**src/rtl/uart_tx_fifo.sv**
```systemverilog
// Buffered 8N1 UART transmitter: a small byte FIFO feeding a START/DATA/STOP serializer.
// Frames are sent LSB first, back-to-back with no idle gap while the FIFO holds bytes.
module uart_tx_fifo #(
  parameter int CLK_DIVIDER = 5208,
  parameter int FIFO_AW     = 4
) (
  input  logic       clk,
  input  logic       reset,
  input  logic [7:0] write_data,
  input  logic       write_strobe,
  output logic       write_rdy,
  output logic       overflow,
  output logic       serial_out,
  output logic       busy
);

  localparam int DEPTH = 2 ** FIFO_AW;
  localparam logic [FIFO_AW:0] FULL_COUNT = {1'b1, {FIFO_AW{1'b0}}};
  localparam logic [15:0] BAUD_LAST = 16'(CLK_DIVIDER - 1);

  typedef enum logic [1:0] {IDLE, START, DATA, STOP} state_t;

  logic [7:0] mem [DEPTH];
  logic [FIFO_AW-1:0] wr_ptr;
  logic [FIFO_AW-1:0] rd_ptr;
  logic [FIFO_AW:0] count;
  logic [FIFO_AW:0] count_next;
  logic push;
  logic pop;
  logic fifo_empty;

  state_t state;
  state_t state_next;
  logic [15:0] baud_cnt;
  logic [15:0] baud_next;
  logic [2:0] bit_idx;
  logic [2:0] bit_next;
  logic [7:0] shift;
  logic [7:0] shift_next;
  logic tx_next;
  logic tick;

  // A full FIFO refuses the strobe even if the serializer pops in the same cycle.
  assign write_rdy  = (count != FULL_COUNT);
  assign push       = write_strobe & write_rdy;
  assign fifo_empty = (count == '0);
  assign tick       = (baud_cnt == BAUD_LAST);

  always_comb begin
    count_next = count;
    case ({push, pop})
      2'b10:   count_next = count + 1'b1;
      2'b01:   count_next = count - 1'b1;
      default: count_next = count;
    endcase
  end

  always_ff @(posedge clk) begin
    if (push) mem[wr_ptr] <= write_data;
  end

  always_ff @(posedge clk or posedge reset) begin
    if (reset) begin
      wr_ptr   <= '0;
      rd_ptr   <= '0;
      count    <= '0;
      overflow <= 1'b0;
      busy     <= 1'b0;
    end else begin
      if (push) wr_ptr <= wr_ptr + 1'b1;
      if (pop)  rd_ptr <= rd_ptr + 1'b1;
      count    <= count_next;
      overflow <= write_strobe & ~write_rdy;
      busy     <= (state_next != IDLE) | (count_next != '0);
    end
  end

  always_ff @(posedge clk or posedge reset) begin
    if (reset) begin
      state      <= IDLE;
      baud_cnt   <= '0;
      bit_idx    <= '0;
      shift      <= '0;
      serial_out <= 1'b1;
    end else begin
      state      <= state_next;
      baud_cnt   <= baud_next;
      bit_idx    <= bit_next;
      shift      <= shift_next;
      serial_out <= tx_next;
    end
  end

  // serial_out is registered, so each branch sets the level for the upcoming bit.
  always_comb begin
    state_next = state;
    baud_next  = baud_cnt + 1'b1;
    bit_next   = bit_idx;
    shift_next = shift;
    tx_next    = serial_out;
    pop        = 1'b0;
    case (state)
      IDLE: begin
        baud_next = '0;
        tx_next   = 1'b1;
        if (!fifo_empty) begin
          pop        = 1'b1;
          shift_next = mem[rd_ptr];
          state_next = START;
          tx_next    = 1'b0;
        end
      end
      START: begin
        if (tick) begin
          state_next = DATA;
          baud_next  = '0;
          bit_next   = '0;
          tx_next    = shift[0];
        end
      end
      DATA: begin
        if (tick) begin
          baud_next = '0;
          if (bit_idx == 3'd7) begin
            state_next = STOP;
            tx_next    = 1'b1;
          end else begin
            bit_next   = bit_idx + 1'b1;
            shift_next = {1'b0, shift[7:1]};
            tx_next    = shift[1];
          end
        end
      end
      STOP: begin
        if (tick) begin
          baud_next = '0;
          if (!fifo_empty) begin
            pop        = 1'b1;
            shift_next = mem[rd_ptr];
            state_next = START;
            tx_next    = 1'b0;
          end else begin
            state_next = IDLE;
          end
        end
      end
      default: begin
        state_next = IDLE;
        tx_next    = 1'b1;
      end
    endcase
  end

endmodule
```
**config.mk**
```make
export PLATFORM = sky130hd
export DESIGN_NAME = uart_tx_fifo
export DESIGN_NICKNAME = d
export VERILOG_FILES = /design/src/rtl/uart_tx_fifo.sv
export SDC_FILE = /design/constraint.sdc
export NUM_CORES = 1
export LEC_CHECK = 0
export ABC_CLOCK_PERIOD_IN_PS = 5650
export CAP_MARGIN = 20
export CORE_MARGIN = 3
export CORE_UTILIZATION = 42
export CTS_CLUSTER_SIZE = 16
export DETAILED_ROUTE_END_ITERATION = 12
export HOLD_SLACK_MARGIN = 0.03
export PLACE_DENSITY_LB_ADDON = 0.1
export SETUP_SLACK_MARGIN = 0.02
export SYNTH_ARGS = -nofsm -noshare
export SYNTH_HDL_FRONTEND = slang
export SYNTH_SLANG_ARGS = --single-unit
export TNS_END_PERCENT = 30
```
**constraint.sdc**
```tcl
create_clock -name clk -period 5.65 [get_ports clk]
set_clock_uncertainty 0.2 [all_clocks]
set_input_delay 1.13 -clock clk [delete_from_list [all_inputs] [get_ports clk]]
set_output_delay 1.13 -clock clk [all_outputs]
set_load 0.01 [all_outputs]
```
==> results of run 1 <==
-- worst reg2reg max path, stage by stage (launching register included) --
cell	delay (ns)
sky130_fd_sc_hd__dfrtp_1	0.42
sky130_fd_sc_hd__ha_1	0.29
sky130_fd_sc_hd__and4bb_1	0.21
sky130_fd_sc_hd__and4_1	0.23
sky130_fd_sc_hd__o21ai_4	0.25
sky130_fd_sc_hd__nor2_1	0.13
sky130_fd_sc_hd__xor2_1	0.16
sky130_fd_sc_hd__ha_1	0.23
sky130_fd_sc_hd__nor4_1	0.36
sky130_fd_sc_hd__nand3_2	0.14
sky130_fd_sc_hd__a41o_1	0.25
sky130_fd_sc_hd__or4b_1	0.55
sky130_fd_sc_hd__nand4b_1	0.19
-- logic make-up after synthesis --
kind of cell / after synthesis / share of synthesized area (%)
XOR/XNOR: 22 / 2.56
flip-flops: 173 / 66.2
multiplexers: 49 / 10.3
AO/OA/AOI/OAI: 87 / 7.26
buffers and inverters: 35 / 2.16
AND/OR/NAND/NOR: 131 / 9.04
adder cells (fa/ha/maj): 15 / 2.50
-- registers in the layout (all words and copies together) (netlist names), 2 cells and up --
| register | flops |
|---|---|
| state | 2 |
| wr_ptr | 4 |
| rd_ptr | 4 |
| count | 5 |
| baud_cnt | 16 |
| shift | 8 |
| mem | 128 |
| bit_idx | 3 |
-- power groups by stage --
stage	clock network (mW)	logic [mW]	registers (mW)
5_1_grt	1.29	0.371	1.59
6_report	1.20	0.332	1.58
3_3_place_gp	0	0.321	1.60
3_5_place_dp	0	0.335	1.60
2_1_floorplan	0	0.264	1.55
4_1_cts	1.23	0.336	1.58
-- cell type report --
class / count / share of cell area (%)
flip-flops and latches: 173 / 58.6
multi-input cells: 304 / 28.1
clock buffers: 18 / 5.06
well taps: 225 / 3.32
repair buffers: 20 / 2.18
clock inverters: 14 / 2.12
inverters: 11 / 0.664
-- per-stage QoR --
stage                     util [%]  instances
after global routing          48.7        765
final                         48.7        765
after floorplan                  -        512
after detailed placement      45.2        733
after global placement        45.2        733
after CTS                     48.7        765
-- layer usage --
metal  vias up  global-route usage, %  part of all wire [%]
met5         -                      0                     0
met4         0                   4.18                   1.2
met3        14                   3.92                   4.0
met2        74                   26.8                    50
met1      2161                   22.3                    45
li1       1989                      -                     -
-- worst max-delay path by stage --
stage                      start  endpoint  slack (ns)  cells after the start
floorplan           write_strobe      busy        1.93                     10
global placement    write_strobe      busy        1.58                     10
detailed placement  write_strobe      busy        1.45                     10
CTS                     state[0]      busy        1.88                     12
global route            state[0]      busy        1.69                     12
finish              write_strobe      busy        1.88                     10
-- layout by cell type (no fill, tap or decap), types with 13 or more instances in the layout --
| cell type | netlist | final |
|---|---|---|
| sky130_fd_sc_hd__a21oi_1 | 15 | 15 |
| sky130_fd_sc_hd__ha_1 | 15 | 15 |
| sky130_fd_sc_hd__mux4_2 | 22 | 22 |
| sky130_fd_sc_hd__o21ai_0 | 38 | 38 |
| sky130_fd_sc_hd__nand3_1 | 13 | 13 |
| sky130_fd_sc_hd__dfrtp_1 | 44 | 43 |
| sky130_fd_sc_hd__nor2_1 | 38 | 38 |
| sky130_fd_sc_hd__clkdlybuf4s50_1 | 0 | 14 |
| sky130_fd_sc_hd__clkbuf_16 | 0 | 17 |
| sky130_fd_sc_hd__mux2i_1 | 19 | 19 |
| sky130_fd_sc_hd__edfxtp_1 | 128 | 128 |
| sky130_fd_sc_hd__nand2_1 | 34 | 34 |
==> run_results.csv, run 1 <==
group,metric,value,unit
timing,setup_viol,0,
worst_hold_path,timing.hold.worst.class,"flip-flop to flip-flop",
worst_setup_path,timing.critical_path.arrival,3.86,ns
drt,final_antenna_net_count,0,
clock_network,clock_sinks,173,
worst_setup_path,rr_startpoint,"state[0]",
layout,area_growth,12.9,%
logic_synthesis,synth_cell_types,59,
worst_hold_path,worst_hold_path.endpoint,"shift[4]",
layout,fillerInstances,1509,
timing,worst_slew_pin_slew,0.979,ns
worst_setup_path,cp_max_fo,13,
drt,vias_per_cell,5.54,
logic_synthesis,synth_top_cell_area_share,51.1,%
layout,final-seq-area,4970,um2
worst_setup_path,critical_path.n_buffers_inverters,1,
layout,postLayoutCellArea,8490,um2
placement,portBuffers,14,
timing,worst_slew_margin_rel,34.5,%
timing,timing.hold.ws,0.281,ns
logic_synthesis,ys_async_sr_fraction,26.0,%
timing,achievable_frequency,0.265,GHz
worst_setup_path,crit-reg2reg-capture,"busy",
worst_hold_path,timing.hold.worst.start,"shift[4]",
worst_hold_path,whs_path_depth,2,
logic_synthesis,synthFlopType,"sky130_fd_sc_hd__edfxtp_1",
worst_setup_path,path_delay_family,"simple AND/OR/NAND/NOR gates",
logic_synthesis,synthesis.yosys.warnings,0,
layout,footprint_of_the_multi_input_gates,2380,um2
pwr,seqPwrFrac,50.7,%
logic_synthesis,synth_top_cells_by_area,"sky130_fd_sc_hd__edfxtp_1 (51%), sky130_fd_sc_hd__dfrtp_1 (15%), sky130_fd_sc_hd__mux4_2 (6.6%)",
drt,wire_per_inst,20.1,um
logic_synthesis,ys_top_cells_by_count,"sky130_fd_sc_hd__edfxtp_1 (128), sky130_fd_sc_hd__dfrtp_1 (44), sky130_fd_sc_hd__nor2_1 (38), sky130_fd_sc_hd__o21ai_0 (38), sky130_fd_sc_hd__nand2_1 (34)",
pwr,power_density,367,nW/um2
logic_synthesis,cells_after_synth,512,
drt,number_of_remaining_drc_errors,0,
global_route,global_route_wire_length_before_repair,24500,um
layout,drive_above_1_share,14.6,%
timing,hold_viol,0,
pwr,power_switching,790,uW
worst_setup_path,cp.required,5.74,ns
logic_synthesis,syn-mean-instance-area,14.7,um2
pwr,power.share.combinational,10.6,%
drt,vias,4238,
worst_setup_path,cp_cell_sequence,"clkdlybuf4s50_1 > and2_4 > nor2_1 > xor2_1 > ha_1 > nor4_1 > nand3_2 > a41o_1 > or4b_1 > nand4b_1",
clock_network,cts_htree_levels,4,
clock_network,clock_path_buffers,2,
clock_network,clockRootBuffer,"sky130_fd_sc_hd__clkbuf_16",
clock_network,postCtsHoldBufs,0,
floorplan,start_util,43.1,%
pwr,leakagePower,3.12,nW
timing,timing.setup.tns,0,ns
pwr,power_switching_share,25.3,%
drt,drt_first_iter_violations,266,
clock_network,clkSlewWorstSetupHoldPaths,0.07,ns
layout,layout.nets,553,
floorplan,dieHeight,140,um
logic_synthesis,post-synth-top-count-cell,"sky130_fd_sc_hd__edfxtp_1",
timing,final_clock_period_utilization_by_the_worst_path,66.8,%
logic_synthesis,netlist_area_before_placement,7510,um2
clock_network,cts_post_setup_buffers_inserted,0,
pwr,p_total,3.12,mW
global_route,largest_net_degree_at_the_start_of_global_routing,46,
logic_synthesis,synth_edf_count,128,
timing,grt_setup_unrepaired,"no",
outcome,status,"completed",
floorplan,die-width,140,um
timing,report.final.slew_viol_count,0,
pwr,internal_power,2.33,mW
logic_synthesis,synth_seq_area_share,66.2,%
placement,detailed_place.area,7880,um2
flow_run,max_capacitance_violation_total,0,
clock_network,clk-insertion-delay-late,0.42,ns
logic_synthesis,ys_seq_elements,173,
worst_setup_path,critical-path-max-stage-delay,0.55,ns
logic_synthesis,synthDominantAreaCellType,"sky130_fd_sc_hd__edfxtp_1",
global_route,grt_antenna_before_repair,0,
global_route,grt_usage,16.4,%
global_route,overflow,0,
pwr,vdd_drop_max,301,uV
worst_setup_path,crit_path_start_kind,"input port",
layout,num_antenna_cells,0,
clock_network,tritoncts,"built",
placement,dp_worst_setup_slack,1.45,ns
global_route,grt_pass1_vias,4321,
pwr,power_frac_clock,38.6,%
drt,totalWireLength,15300,um
worst_setup_path,r2r.worst_path.cells,12,
worst_setup_path,setup.worst_path.class,"input port to flip-flop",
floorplan,die_area,19500,um2
timing,min_period,3.77,ns
floorplan,rows,48,
worst_setup_path,crit_slowest_cell,"sky130_fd_sc_hd__or4b_1",
placement,dp.final_hpwl,10000,um
clock_network,ctsResizeCount,0,
floorplan,design.portCount,15,
timing,setup_ws_post_layout,1.88,ns
placement,routability_congestion_estimate,0.767,
worst_setup_path,timing.reg2reg.setup_slack,1.90,ns
drt,drt_pass1_iterations,5,
logic_synthesis,synth_fp_nets,538,
floorplan,placeableCoreArea,17400,um2
worst_setup_path,crit_path_end_kind,"flip-flop",
clock_network,cts-buffers-inserted,17,
Power figures use the tool's default switching activity.
==> inputs of run 2 (changes only) <==
--- a/config.mk
+++ b/config.mk
@@ -5,7 +5,7 @@
 export SDC_FILE = /design/constraint.sdc
 export NUM_CORES = 1
 export LEC_CHECK = 0
-export ABC_CLOCK_PERIOD_IN_PS = 5650
+export ABC_CLOCK_PERIOD_IN_PS = 3250
 export CAP_MARGIN = 20
 export CORE_MARGIN = 3
 export CORE_UTILIZATION = 42
==> constraint.sdc (replaced) <==
create_clock -name clk -period 3.25 [get_ports clk]
set_clock_uncertainty 0.2 [all_clocks]
set_input_delay 0.65 -clock clk [delete_from_list [all_inputs] [get_ports clk]]
set_output_delay 0.65 -clock clk [all_outputs]
set_load 0.01 [all_outputs]
==> run 2 against run 1 <==
Net effect: combinational power is 120% higher; setup slack worse by 1.8 ns; hold slack worse by 0.0016 ns; utilization is 2.3 points higher; sequential power is 71% higher; non-clock buffer count is 41 higher; register-to-register slack worse by 1.8 ns; die area stayed put; sequential share of layout area is 2.6 points lower.
==> run_results.csv, run 2 (synthesis gave the netlist of run 1 again) <==
group,metric,value,unit
timing,worst_slew_pin_slew,0.937,ns
clock_network,clkSlewWorstSetupHoldPaths,0.07,ns
timing,grt_setup_unrepaired,"yes",
drt,vias_per_cell,5.47,
timing,min_period,3.14,ns
placement,detailed_place.area,8240,um2
worst_setup_path,setup.worst_path.class,"flip-flop to flip-flop",
drt,drt_first_iter_violations,295,
worst_setup_path,critical_path.n_buffers_inverters,0,
floorplan,design.portCount,15,
pwr,leakagePower,3.34,nW
drt,vias,4411,
timing,setup_viol,0,
worst_setup_path,critPathMostFrequentCell,"sky130_fd_sc_hd__ha_2",
global_route,global_route_wire_length_before_repair,25100,um
worst_setup_path,crit_slowest_cell,"sky130_fd_sc_hd__or4b_4",
clock_network,tritoncts,"built",
global_route,largest_net_degree_at_the_start_of_global_routing,24,
timing,report.final.slew_viol_count,0,
clock_network,clockRootBuffer,"sky130_fd_sc_hd__clkbuf_16",
floorplan,placeableCoreArea,17400,um2
timing,final_clock_period_utilization_by_the_worst_path,96.7,%
layout,postLayoutCellArea,8880,um2
worst_setup_path,cp_max_fo,4,
layout,area_growth,18.2,%
layout,commonest_non_fill_non_tap_cell_in_the_layout,"sky130_fd_sc_hd__edfxtp_1",
timing,worst_slew_margin_rel,37.2,%
worst_setup_path,cp.required,3.33,ns
worst_setup_path,critical-path-max-stage-delay,0.51,ns
worst_setup_path,crit_path_end_kind,"flip-flop",
worst_hold_path,timing.hold.worst.class,"flip-flop to flip-flop",
floorplan,dieHeight,140,um
layout,largest_reg_flops,128,
worst_setup_path,cp_cell_sequence,"ha_2 > and4bb_1 > and4_4 > o21ai_4 > nor2_4 > xor2_1 > ha_2 > nor4_4 > nand3_2 > a41o_1 > or4b_4 > nand4b_1",
floorplan,die_area,19500,um2
floorplan,rows,48,
layout,num_antenna_cells,0,
global_route,grt_usage,16.9,%
floorplan,start_util,43.1,%
worst_setup_path,timing.critical_path.arrival,3.22,ns
layout,layout_top_registers,"mem x128, baud_cnt x16, shift x8",
layout,layout.nets,594,
pwr,p_total,5.52,mW
drt,number_of_remaining_drc_errors,0,
layout,drive_above_1_share,23.1,%
pwr,vdd_drop_max,367,uV
clock_network,postCtsHoldBufs,0,
global_route,grt_antenna_before_repair,0,
timing,hold_viol,0,
timing,achievable_frequency,0.318,GHz
timing,timing.hold.ws,0.280,ns
timing,setup_ws_post_layout,0.106,ns
global_route,grt_pass1_vias,4489,
outcome,status,"completed",
clock_network,clock_sinks,173,
pwr,power_density,621,nW/um2
worst_setup_path,path_delay_family,"simple AND/OR/NAND/NOR gates",
placement,dp.final_hpwl,10800,um
drt,totalWireLength,15600,um
worst_setup_path,crit_path_start_kind,"flip-flop",
placement,dp_worst_setup_slack,-0.0857,ns
clock_network,clk-insertion-delay-late,0.42,ns
layout,layout_common_cells,"sky130_fd_sc_hd__edfxtp_1 (128), sky130_fd_sc_hd__buf_4 (45), sky130_fd_sc_hd__dfrtp_1 (42)",
drt,drt_pass1_iterations,4,
drt,wire_per_inst,19.3,um
global_route,overflow,0,
layout,max_flop_register,"mem",
floorplan,die-width,140,um
placement,routability_congestion_estimate,0.825,
flow_run,max_capacitance_violation_total,0,
clock_network,cts_htree_levels,4,
drt,final_antenna_net_count,0,
clock_network,clock_path_buffers,2,
placement,portBuffers,14,
clock_network,cts-buffers-inserted,17,
worst_setup_path,timing.reg2reg.setup_slack,0.11,ns
-- run 2: routing by layer --
metal / GRT usage (%) / share of wire, % / vias up
met5: 0 / 0 / -
met4: 5.61 / 1.7 / 0
met3: 4.26 / 3.0 / 20
met2: 28.2 / 51 / 68
met1: 21.8 / 44 / 2249
li1: - / - / 2074
-- run 2: worst paths after layout --
check,from,endpoint,cells after the start
max in group asynchronous,reset,rd_ptr[0],3
min reg2reg,serial_out,serial_out,2
max reg2reg,state[0],busy,12
min in group asynchronous,reset,baud_cnt[5],2
min,serial_out,serial_out,2
max,state[0],busy,12
-- run 2: per-stage QoR --
step / util (%) / std cells / TNS (ns)
final: 51.0 / 806 / 0
after floorplan: - / 512 / 0
after global routing: 51.0 / 806 / -0.0407
after global placement: 47.3 / 772 / -0.0742
after detailed placement: 47.3 / 772 / -0.0857
after CTS: 50.8 / 805 / 0
-- run 2: layout make-up --
class | count | area [um2]
Multi-Input combinational cell | 304 | 2450
Fill cell | 1461 | 8530
Clock inverter | 14 | 176
Clock buffer | 18 | 429
Timing Repair Buffer | 61 | 518
Tap cell | 225 | 282
Inverter | 11 | 56.3
Sequential cell | 173 | 4970
-- run 2: tightest hold or removal path, cell delays in order, from the launching register on --
cell                      delay (ns)
sky130_fd_sc_hd__dfstp_2        0.37
sky130_fd_sc_hd__nand2_1        0.04
sky130_fd_sc_hd__o21ai_0        0.07
-- run 2: what timing repair did --
| action | in CTS | in global routing |
|---|---|---|
| endpoints found under the setup margin | 1 | 1 |
| resized for setup | 0 | 7 |
| setup buffers | 1 | 1 |
| pin swaps | 1 | 5 |
| gates cloned | 0 | 0 |
-- run 2: power by group --
| group | switching [mW] | internal [mW] |
|---|---|---|
| Clock | 0.905 | 1.17 |
| Combinational | 0.435 | 0.309 |
| Sequential | 0.109 | 2.59 |
| Total | 1.45 | 4.07 |
